### src/rtl/chess_pkg.sv
// Shared chess board definitions used by the move-generator accelerators:
// piece codes, ray direction table, square indexing and colour helpers.
package chess_pkg;

    localparam int BOARD_SQUARES = 64;

    localparam logic signed [7:0] EMPTY     = 8'sd0;
    localparam logic signed [7:0] QUEEN_MIN = 8'sd39;
    localparam logic signed [7:0] QUEEN_MAX = 8'sd47;
    localparam logic signed [7:0] KING      = 8'sd48;

    localparam logic [3:0] REG_CTRL = 4'd0;
    localparam logic [3:0] REG_SRC  = 4'd1;
    localparam logic [3:0] REG_DST  = 4'd2;
    localparam logic [3:0] REG_X    = 4'd3;
    localparam logic [3:0] REG_Y    = 4'd4;

    typedef enum logic [2:0] {
        Q_IDLE,
        Q_LOAD,
        Q_SCAN,
        Q_EMIT,
        Q_DONE
    } queen_state_t;

    typedef enum logic [1:0] {
        DMA_IDLE,
        DMA_RD_REQ,
        DMA_RD_WAIT,
        DMA_WR
    } dma_state_t;

    // Ray order: N, NE, E, SE, S, SW, W, NW
    function automatic logic signed [3:0] dir_dx(input logic [2:0] dir);
        case (dir)
            3'd1, 3'd2, 3'd3: dir_dx = 4'sd1;
            3'd5, 3'd6, 3'd7: dir_dx = -4'sd1;
            default:          dir_dx = 4'sd0;
        endcase
    endfunction

    function automatic logic signed [3:0] dir_dy(input logic [2:0] dir);
        case (dir)
            3'd0, 3'd1, 3'd7: dir_dy = 4'sd1;
            3'd3, 3'd4, 3'd5: dir_dy = -4'sd1;
            default:          dir_dy = 4'sd0;
        endcase
    endfunction

    function automatic logic [5:0] square_index(input logic [2:0] x, input logic [2:0] y);
        return {y, x};
    endfunction

    function automatic logic is_white(input logic [7:0] piece);
        return !piece[7] && (piece != 8'h00);
    endfunction

    function automatic logic is_black(input logic [7:0] piece);
        return piece[7];
    endfunction

endpackage

### src/rtl/board_dma.sv
// Avalon-MM byte sequencer: reads a 64-byte board one byte at a time, or
// writes one back with two byte positions replaced by override values.
module board_dma
    import chess_pkg::*;
(
    input  logic        clk,
    input  logic        rst,
    input  logic        start_read,
    input  logic        start_write,
    input  logic [31:0] base_addr,
    output logic [5:0]  byte_idx,
    input  logic [7:0]  board_byte,
    input  logic [5:0]  ovr0_idx,
    input  logic [7:0]  ovr0_val,
    input  logic [5:0]  ovr1_idx,
    input  logic [7:0]  ovr1_val,
    output logic        cap_valid,
    output logic [5:0]  cap_idx,
    output logic [7:0]  cap_data,
    output logic        done,
    input  logic        master_waitrequest,
    output logic [31:0] master_address,
    output logic        master_read,
    input  logic [31:0] master_readdata,
    input  logic        master_readdatavalid,
    output logic        master_write,
    output logic [31:0] master_writedata
);

    localparam logic [5:0] LAST_IDX = 6'(BOARD_SQUARES - 1);

    dma_state_t  state_reg, state_next;
    logic [5:0]  idx_reg, idx_next;
    logic [31:0] base_reg, base_next;
    logic [7:0]  wr_byte;
    logic        unused_readdata_hi;

    assign unused_readdata_hi = ^master_readdata[31:8];

    always_ff @(posedge clk) begin
        if (rst) begin
            state_reg <= DMA_IDLE;
            idx_reg   <= '0;
            base_reg  <= '0;
        end else begin
            state_reg <= state_next;
            idx_reg   <= idx_next;
            base_reg  <= base_next;
        end
    end

    always_comb begin
        state_next = state_reg;
        idx_next   = idx_reg;
        base_next  = base_reg;
        case (state_reg)
            DMA_IDLE: begin
                if (start_read || start_write) begin
                    base_next  = base_addr;
                    idx_next   = '0;
                    state_next = start_read ? DMA_RD_REQ : DMA_WR;
                end
            end
            DMA_RD_REQ: begin
                if (!master_waitrequest) state_next = DMA_RD_WAIT;
            end
            DMA_RD_WAIT: begin
                if (master_readdatavalid) begin
                    if (idx_reg == LAST_IDX) begin
                        state_next = DMA_IDLE;
                    end else begin
                        idx_next   = idx_reg + 6'd1;
                        state_next = DMA_RD_REQ;
                    end
                end
            end
            DMA_WR: begin
                if (!master_waitrequest) begin
                    if (idx_reg == LAST_IDX) state_next = DMA_IDLE;
                    else                     idx_next   = idx_reg + 6'd1;
                end
            end
            default: state_next = DMA_IDLE;
        endcase
    end

    // Target override wins over source override; they never coincide anyway.
    always_comb begin
        if (idx_reg == ovr1_idx)      wr_byte = ovr1_val;
        else if (idx_reg == ovr0_idx) wr_byte = ovr0_val;
        else                          wr_byte = board_byte;
    end

    always_comb begin
        master_read      = (state_reg == DMA_RD_REQ);
        master_write     = (state_reg == DMA_WR);
        master_address   = (master_read || master_write) ? base_reg + {26'd0, idx_reg} : 32'd0;
        master_writedata = master_write ? {24'd0, wr_byte} : 32'd0;
        byte_idx         = idx_reg;
        cap_valid        = (state_reg == DMA_RD_WAIT) && master_readdatavalid;
        cap_idx          = idx_reg;
        cap_data         = master_readdata[7:0];
        done             = (idx_reg == LAST_IDX) &&
                           (cap_valid || (master_write && !master_waitrequest));
    end

endmodule

### src/rtl/queen.sv
// Queen move generator: loads a board, walks the eight rays from the queen
// square and writes one successor board per pseudo-legal move.
module queen
    import chess_pkg::*;
(
    input  logic        clk,
    input  logic        rst,
    output logic        slave_waitrequest,
    input  logic [3:0]  slave_address,
    input  logic        slave_read,
    output logic [31:0] slave_readdata,
    input  logic        slave_write,
    input  logic [31:0] slave_writedata,
    input  logic        master_waitrequest,
    output logic [31:0] master_address,
    output logic        master_read,
    input  logic [31:0] master_readdata,
    input  logic        master_readdatavalid,
    output logic        master_write,
    output logic [31:0] master_writedata
);

    queen_state_t      state_reg, state_next;
    logic [31:0]       src_reg, dst_reg;
    logic [2:0]        x_reg, y_reg;
    logic [7:0]        count_reg;
    logic [3:0]        dir_reg;
    logic signed [3:0] cur_x_reg, cur_y_reg;
    logic [5:0]        tgt_reg;
    logic [7:0]        board_mem [BOARD_SQUARES];

    logic              start_cmd;
    logic [5:0]        src_sq, tgt_sq, dma_byte_idx;
    logic [7:0]        src_piece, tgt_piece;
    logic signed [3:0] nx, ny;
    logic              off_board, tgt_own, scan_done, scan_emit, ray_end;
    logic              dma_start_rd, dma_start_wr, dma_done, cap_valid;
    logic [5:0]        cap_idx;
    logic [7:0]        cap_data;
    logic [31:0]       dma_base;

    assign start_cmd = (state_reg == Q_IDLE) && slave_write && (slave_address == REG_CTRL);

    always_comb begin
        src_sq    = square_index(x_reg, y_reg);
        src_piece = board_mem[src_sq];
        nx        = cur_x_reg + dir_dx(dir_reg[2:0]);
        ny        = cur_y_reg + dir_dy(dir_reg[2:0]);
        // Coordinates span -1..8, so bit 3 set means off the board either side.
        off_board = nx[3] || ny[3];
        tgt_sq    = square_index(nx[2:0], ny[2:0]);
        tgt_piece = board_mem[tgt_sq];
        tgt_own   = (tgt_piece != 8'h00) && (is_white(tgt_piece) == is_white(src_piece));
        scan_done = dir_reg[3] || (src_piece == 8'h00);
        scan_emit = (state_reg == Q_SCAN) && !scan_done && !off_board && !tgt_own;
        ray_end   = off_board || (tgt_piece != 8'h00);
    end

    always_ff @(posedge clk) begin
        if (rst) begin
            state_reg <= Q_IDLE;
        end else begin
            state_reg <= state_next;
        end
    end

    always_comb begin
        state_next = state_reg;
        case (state_reg)
            Q_IDLE: if (start_cmd) state_next = Q_LOAD;
            Q_LOAD: if (dma_done)  state_next = Q_SCAN;
            Q_SCAN: begin
                if (scan_done)      state_next = Q_DONE;
                else if (scan_emit) state_next = Q_EMIT;
            end
            Q_EMIT: if (dma_done)  state_next = Q_SCAN;
            Q_DONE: state_next = Q_IDLE;
            default: state_next = Q_IDLE;
        endcase
    end

    always_comb begin
        dma_start_rd      = start_cmd;
        dma_start_wr      = scan_emit;
        dma_base          = start_cmd ? src_reg : dst_reg + {18'd0, count_reg, 6'd0};
        slave_waitrequest = 1'b0;
        slave_readdata    = 32'd0;
        if (state_reg == Q_IDLE || state_reg == Q_DONE) begin
            if (slave_read && slave_address == REG_CTRL) slave_readdata = {24'd0, count_reg};
            if (state_reg == Q_DONE && (slave_write || (slave_read && slave_address != REG_CTRL)))
                slave_waitrequest = 1'b1;
        end else if (slave_read || slave_write) begin
            slave_waitrequest = 1'b1;
        end
    end

    always_ff @(posedge clk) begin
        if (rst) begin
            src_reg   <= '0;
            dst_reg   <= '0;
            x_reg     <= '0;
            y_reg     <= '0;
            count_reg <= '0;
            dir_reg   <= '0;
            cur_x_reg <= '0;
            cur_y_reg <= '0;
            tgt_reg   <= '0;
        end else begin
            if (state_reg == Q_IDLE && slave_write) begin
                case (slave_address)
                    REG_SRC: src_reg <= slave_writedata;
                    REG_DST: dst_reg <= slave_writedata;
                    REG_X:   x_reg   <= slave_writedata[2:0];
                    REG_Y:   y_reg   <= slave_writedata[2:0];
                    default: ;
                endcase
            end
            if (start_cmd) begin
                count_reg <= '0;
                dir_reg   <= '0;
                cur_x_reg <= $signed({1'b0, x_reg});
                cur_y_reg <= $signed({1'b0, y_reg});
            end
            if (state_reg == Q_SCAN && !scan_done) begin
                if (scan_emit) tgt_reg <= tgt_sq;
                // A capture or blocker ends the ray; an empty square keeps walking.
                if (ray_end || tgt_own) begin
                    dir_reg   <= dir_reg + 4'd1;
                    cur_x_reg <= $signed({1'b0, x_reg});
                    cur_y_reg <= $signed({1'b0, y_reg});
                end else begin
                    cur_x_reg <= nx;
                    cur_y_reg <= ny;
                end
            end
            if (state_reg == Q_EMIT && dma_done) count_reg <= count_reg + 8'd1;
        end
    end

    always_ff @(posedge clk) begin
        if (cap_valid) board_mem[cap_idx] <= cap_data;
    end

    board_dma u_board_dma (
        .clk                  (clk),
        .rst                  (rst),
        .start_read           (dma_start_rd),
        .start_write          (dma_start_wr),
        .base_addr            (dma_base),
        .byte_idx             (dma_byte_idx),
        .board_byte           (board_mem[dma_byte_idx]),
        .ovr0_idx             (src_sq),
        .ovr0_val             (8'h00),
        .ovr1_idx             (tgt_reg),
        .ovr1_val             (src_piece),
        .cap_valid            (cap_valid),
        .cap_idx              (cap_idx),
        .cap_data             (cap_data),
        .done                 (dma_done),
        .master_waitrequest   (master_waitrequest),
        .master_address       (master_address),
        .master_read          (master_read),
        .master_readdata      (master_readdata),
        .master_readdatavalid (master_readdatavalid),
        .master_write         (master_write),
        .master_writedata     (master_writedata)
    );

endmodule

### config.mk
export PLATFORM = sky130hd
export DESIGN_NAME = queen
export DESIGN_NICKNAME = d
export VERILOG_FILES = /design/src/rtl/chess_pkg.sv /design/src/rtl/board_dma.sv /design/src/rtl/queen.sv
export SDC_FILE = /design/constraint.sdc
export NUM_CORES = 1
export LEC_CHECK = 0
export CELL_PAD_IN_SITES_DETAIL_PLACEMENT = 2
export CELL_PAD_IN_SITES_GLOBAL_PLACEMENT = 2
export CORE_ASPECT_RATIO = 0.9
export CORE_MARGIN = 2
export CORE_UTILIZATION = 40
export CTS_CLUSTER_DIAMETER = 120
export CTS_CLUSTER_SIZE = 40
export DETAILED_ROUTE_END_ITERATION = 16
export PLACE_DENSITY_LB_ADDON = 0.1
export RECOVER_POWER = 100
export SLEW_MARGIN = 40
export SYNTH_ARGS = -nofsm -noshare
export SYNTH_HDL_FRONTEND = slang
export SYNTH_HIERARCHICAL = 1
export SYNTH_SLANG_ARGS = --single-unit
### constraint.sdc
create_clock -name clk -period 9.9 [get_ports clk]
set_input_delay 0.99 -clock clk [delete_from_list [all_inputs] [get_ports clk]]
set_output_delay 0.99 -clock clk [all_outputs]
set_load 0.01 [all_outputs]
==> impl_results.md <==
* Status: finished, violations left
* Failing checks: capacitance limit, slew limit
* WHS Endpoint: dst_reg[0]$_SDFFE_PP0P_
* Mean Syn Cell Area at ~13 sq um
* Layout cell share with drive strength beyond 1 at roughly 16%
* Via density at around 6.4
* Final Critical Period at about 8.4 ns
* RR Startpoint: dir_reg[0]$_SDFF_PP0_
* Gr usage total at between 20% and 30%
* Worst hold stages at 2
* CTS tree: done
* Top fanout value on the critical path at 50
* Worst skew pair latency at 0.66 ns
* Fin. Hold Viols at 0
* Reg-to-reg endpoint: u_board_dma/byte_idx[4]$_SDFFE_PP0P_
* Worst R2R Path Depth at 20
* Total number of vias at approximately 24,000
* Gate Count Post-Synth at approximately 2,600
* Max Cap Viol at 15
* Fin nets at 2,725
* Hold wc startpoint: dst_reg[0]$_SDFFE_PP0P_
* Num ports at 173
* Setup TNS at 0 ns
* Grt ovf at 0
* Drt initial violations at 2,877
* Routed Antenna Nets at 0
* Top FF cell, synth: edfxtp_1
* Final Max Tran Viols at approximately 730
* Vias in the first global route at between 20,000 and 30,000
* Metal-1 WL at between 50,000 and 60,000 microns
* Starting Density at 40.3%
* Reg-to-reg slack, setup at approximately 1.8 ns
* WHS at 0.474 ns
* Hold crit path type: reg2reg
* FP Rows at between 100 and 150
* CP Capture Type: output pin
* Seq/Total Area, Yosys at 52.5%
* Wire per inst at between 30 and 40 microns
* Fmax at between 0.1 and 0.15 GHz
* First-pass GRT wire length at between 150,000 and 200,000 microns
* Critical path class: reg2out
* Root buffer cell: clkbuf_16
* Area grow syn2layout at 7.33%
* CTS-repair resized insts at 0
* # H-tree levels at 1
* Die extent in x at approximately 310 microns
* CTS Buf Count at 23
* Fin area at 0.0371 sq mm
* Slew @ Worst Pin at around 3.8 ns
* Pwr Density at ~120 mW/mm^2
* Worst EP arrival at between 7 and 8 ns
* I/O Buffers at 100
* Top Layer Used: met5
* EDFF count, synth at ~510
* Max Clock Skew at 0.0705 ns
* Die area at just under 0.09 sq mm
* Die height at approximately 280 microns
* Dpl ws at between 2 and 3 ns
* Final worst slack at 1.53 ns
* DRC viols at 0
* YS warnings at 6
* Hold buffers post-CTS at 0
* Largest net degree at the start of global routing at 84
* Startpoint types: flip-flop
* Fillcell total at 8,497
* ANT cells at 0
* Max VDD drop at ~0.12 mV
* Initial antenna violation count at 5
* Clk sinks at between 600 and 700
* Clk slew on worst S/H paths at roughly 0.17 ns
* Worst EP required at 8.91 ns
* Met2 WL at between 50,000 and 60,000 microns
* Post-Syn Area at approximately 0.035 sq mm
* DRT Pass-1 Iters at 5
* Top reg by flops: board_mem
* Routed wire length at approximately 130,000 microns
* Synth async-reset ratio at 0%
* Post-DP HPWL at roughly 90,000 microns
* Metal3 WL at roughly 9400 microns
* Max Root-Sink Buffers at 3
* Max reg flops at roughly 510
* Final setup fails at 0
* Count of unique library cells instantiated by Yosys at between 80 and 90
* Total power at 4600 uW
* Flops & latches, synth at roughly 650
* Core area at approximately 0.086 sq mm
* Static leakage at 0.0112 uW
* Final period utilization at a little over four fifths
* RSZ-0062 raised after global routing: false
* Final GP Congestion at between 0.9 and 1
* Relative slew slack at -156%
* Postcts setup bufs at 0
* Placed Instance Area at 0.0365 sq mm
## kinds of logic after synthesis
family	share of synthesized area [%]
simple gates	11.8
buf+inv	4.00
other cells	0.0217
compound gates	6.38
mux	22.2
xor+xnor	1.92
fa+ha+maj	1.24
flops	52.5
## cell usage after synthesis (28+ instances only)
library cell,n,area share (%)
nand3_1,57,0.82
buf_1,28,0.30
a21oi_1,148,2.1
mux2i_1,77,2.2
dfxtp_1,139,8.0
mux4_2,294,19
xnor2_1,31,0.78
clkbuf_1,110,1.2
buf_4,67,1.5
nor4_1,83,1.5
nand2_1,340,3.7
xor2_1,45,1.1
nor2_1,194,2.1
o21ai_0,51,0.74
nor3_1,31,0.45
ha_1,28,1.0
edfxtp_1,512,44
inv_1,38,0.41
## worst max-delay path, cell delays in order, from the launching register on
cell and delay [ns]:
dfxtp_4 0.86, clkbuf_1 2.60, mux4_2 0.75, mux4_2 0.40, mux4_2 0.28, mux2i_1 0.06
a211oi_1 0.97, clkdlybuf4s50_1 0.71
## metrics by stage
| stage | utilization, % | cells |
|---|---|---|
| after floorplan | - | 2679 |
| after global placement | 42.3 | 3732 |
| final | 43.2 | 3779 |
| after detailed placement | 42.5 | 3738 |
| after global routing | 43.2 | 3779 |
| after CTS | 43.4 | 3779 |
## cell usage in the layout (no fill, tap or decap), types with 13 or more instances in the layout
cell and n:
a211oi_1 24, clkbuf_16 23, mux2i_1 77, or4_1 13, nor4_1 83, nor2b_1 13, nand2_1 340, a21oi_1 148
o21ai_0 50, clkbuf_1 22, nor3_1 32, a22oi_1 15, xor2_1 44, mux4_2 294, dlygate4sd3_1 44, nand3_1 57
ha_1 28, and3_1 24, clkdlybuf4s50_1 47, edfxtp_1 512, nand4_1 26, nor2_1 191, xnor2_1 30, inv_1 36
conb_1 56, buf_4 28, dfxtp_1 132
## metal layers
layer,track usage (%),vias up
li1,-,10100
met1,42.2,13000
met2,44.1,963
met3,4.00,104
met4,5.06,2
met5,0,-
## area by class of cell
cell class	instances	area (sq um)	share of cell area, %
Inverter	39	146	0.394
Clock buffer	29	608	1.64
Sequential cell	651	18200	49.0
Tap cell	1144	1430	3.85
Clock inverter	12	170	0.458
Timing Repair Buffer	150	1320	3.55
Multi-Input combinational cell	1754	15300	41.2
## worst max-delay path by stage
stage	from	endpoint	slack, ns	cells past startpoint
floorplan	dir_reg[0]$_SDFF_PP0_	u_board_dma/byte_idx[3]$_SDFFE_PP0P_	5.02	24
global placement	dir_reg[0]$_SDFF_PP0_	u_board_dma/byte_idx[4]$_SDFFE_PP0P_	2.90	20
detailed placement	dir_reg[0]$_SDFF_PP0_	u_board_dma/byte_idx[4]$_SDFFE_PP0P_	2.69	20
CTS	dir_reg[0]$_SDFF_PP0_	u_board_dma/byte_idx[4]$_SDFFE_PP0P_	2.57	20
global route	dir_reg[0]$_SDFF_PP0_	u_board_dma/byte_idx[4]$_SDFFE_PP0P_	1.36	20
finish	u_board_dma/byte_idx[1]$_SDFFE_PP0P_	master_writedata[6]	1.53	7
## where the power goes
part           internal [uW]  switching [uW]  leakage, uW  total (uW)
sequential              2950            8.13      0.00573        2960
combinational           69.3             145      0.00514         214
clock                    478             947     0.000371        1430
(Power assumes the default switching activity.)
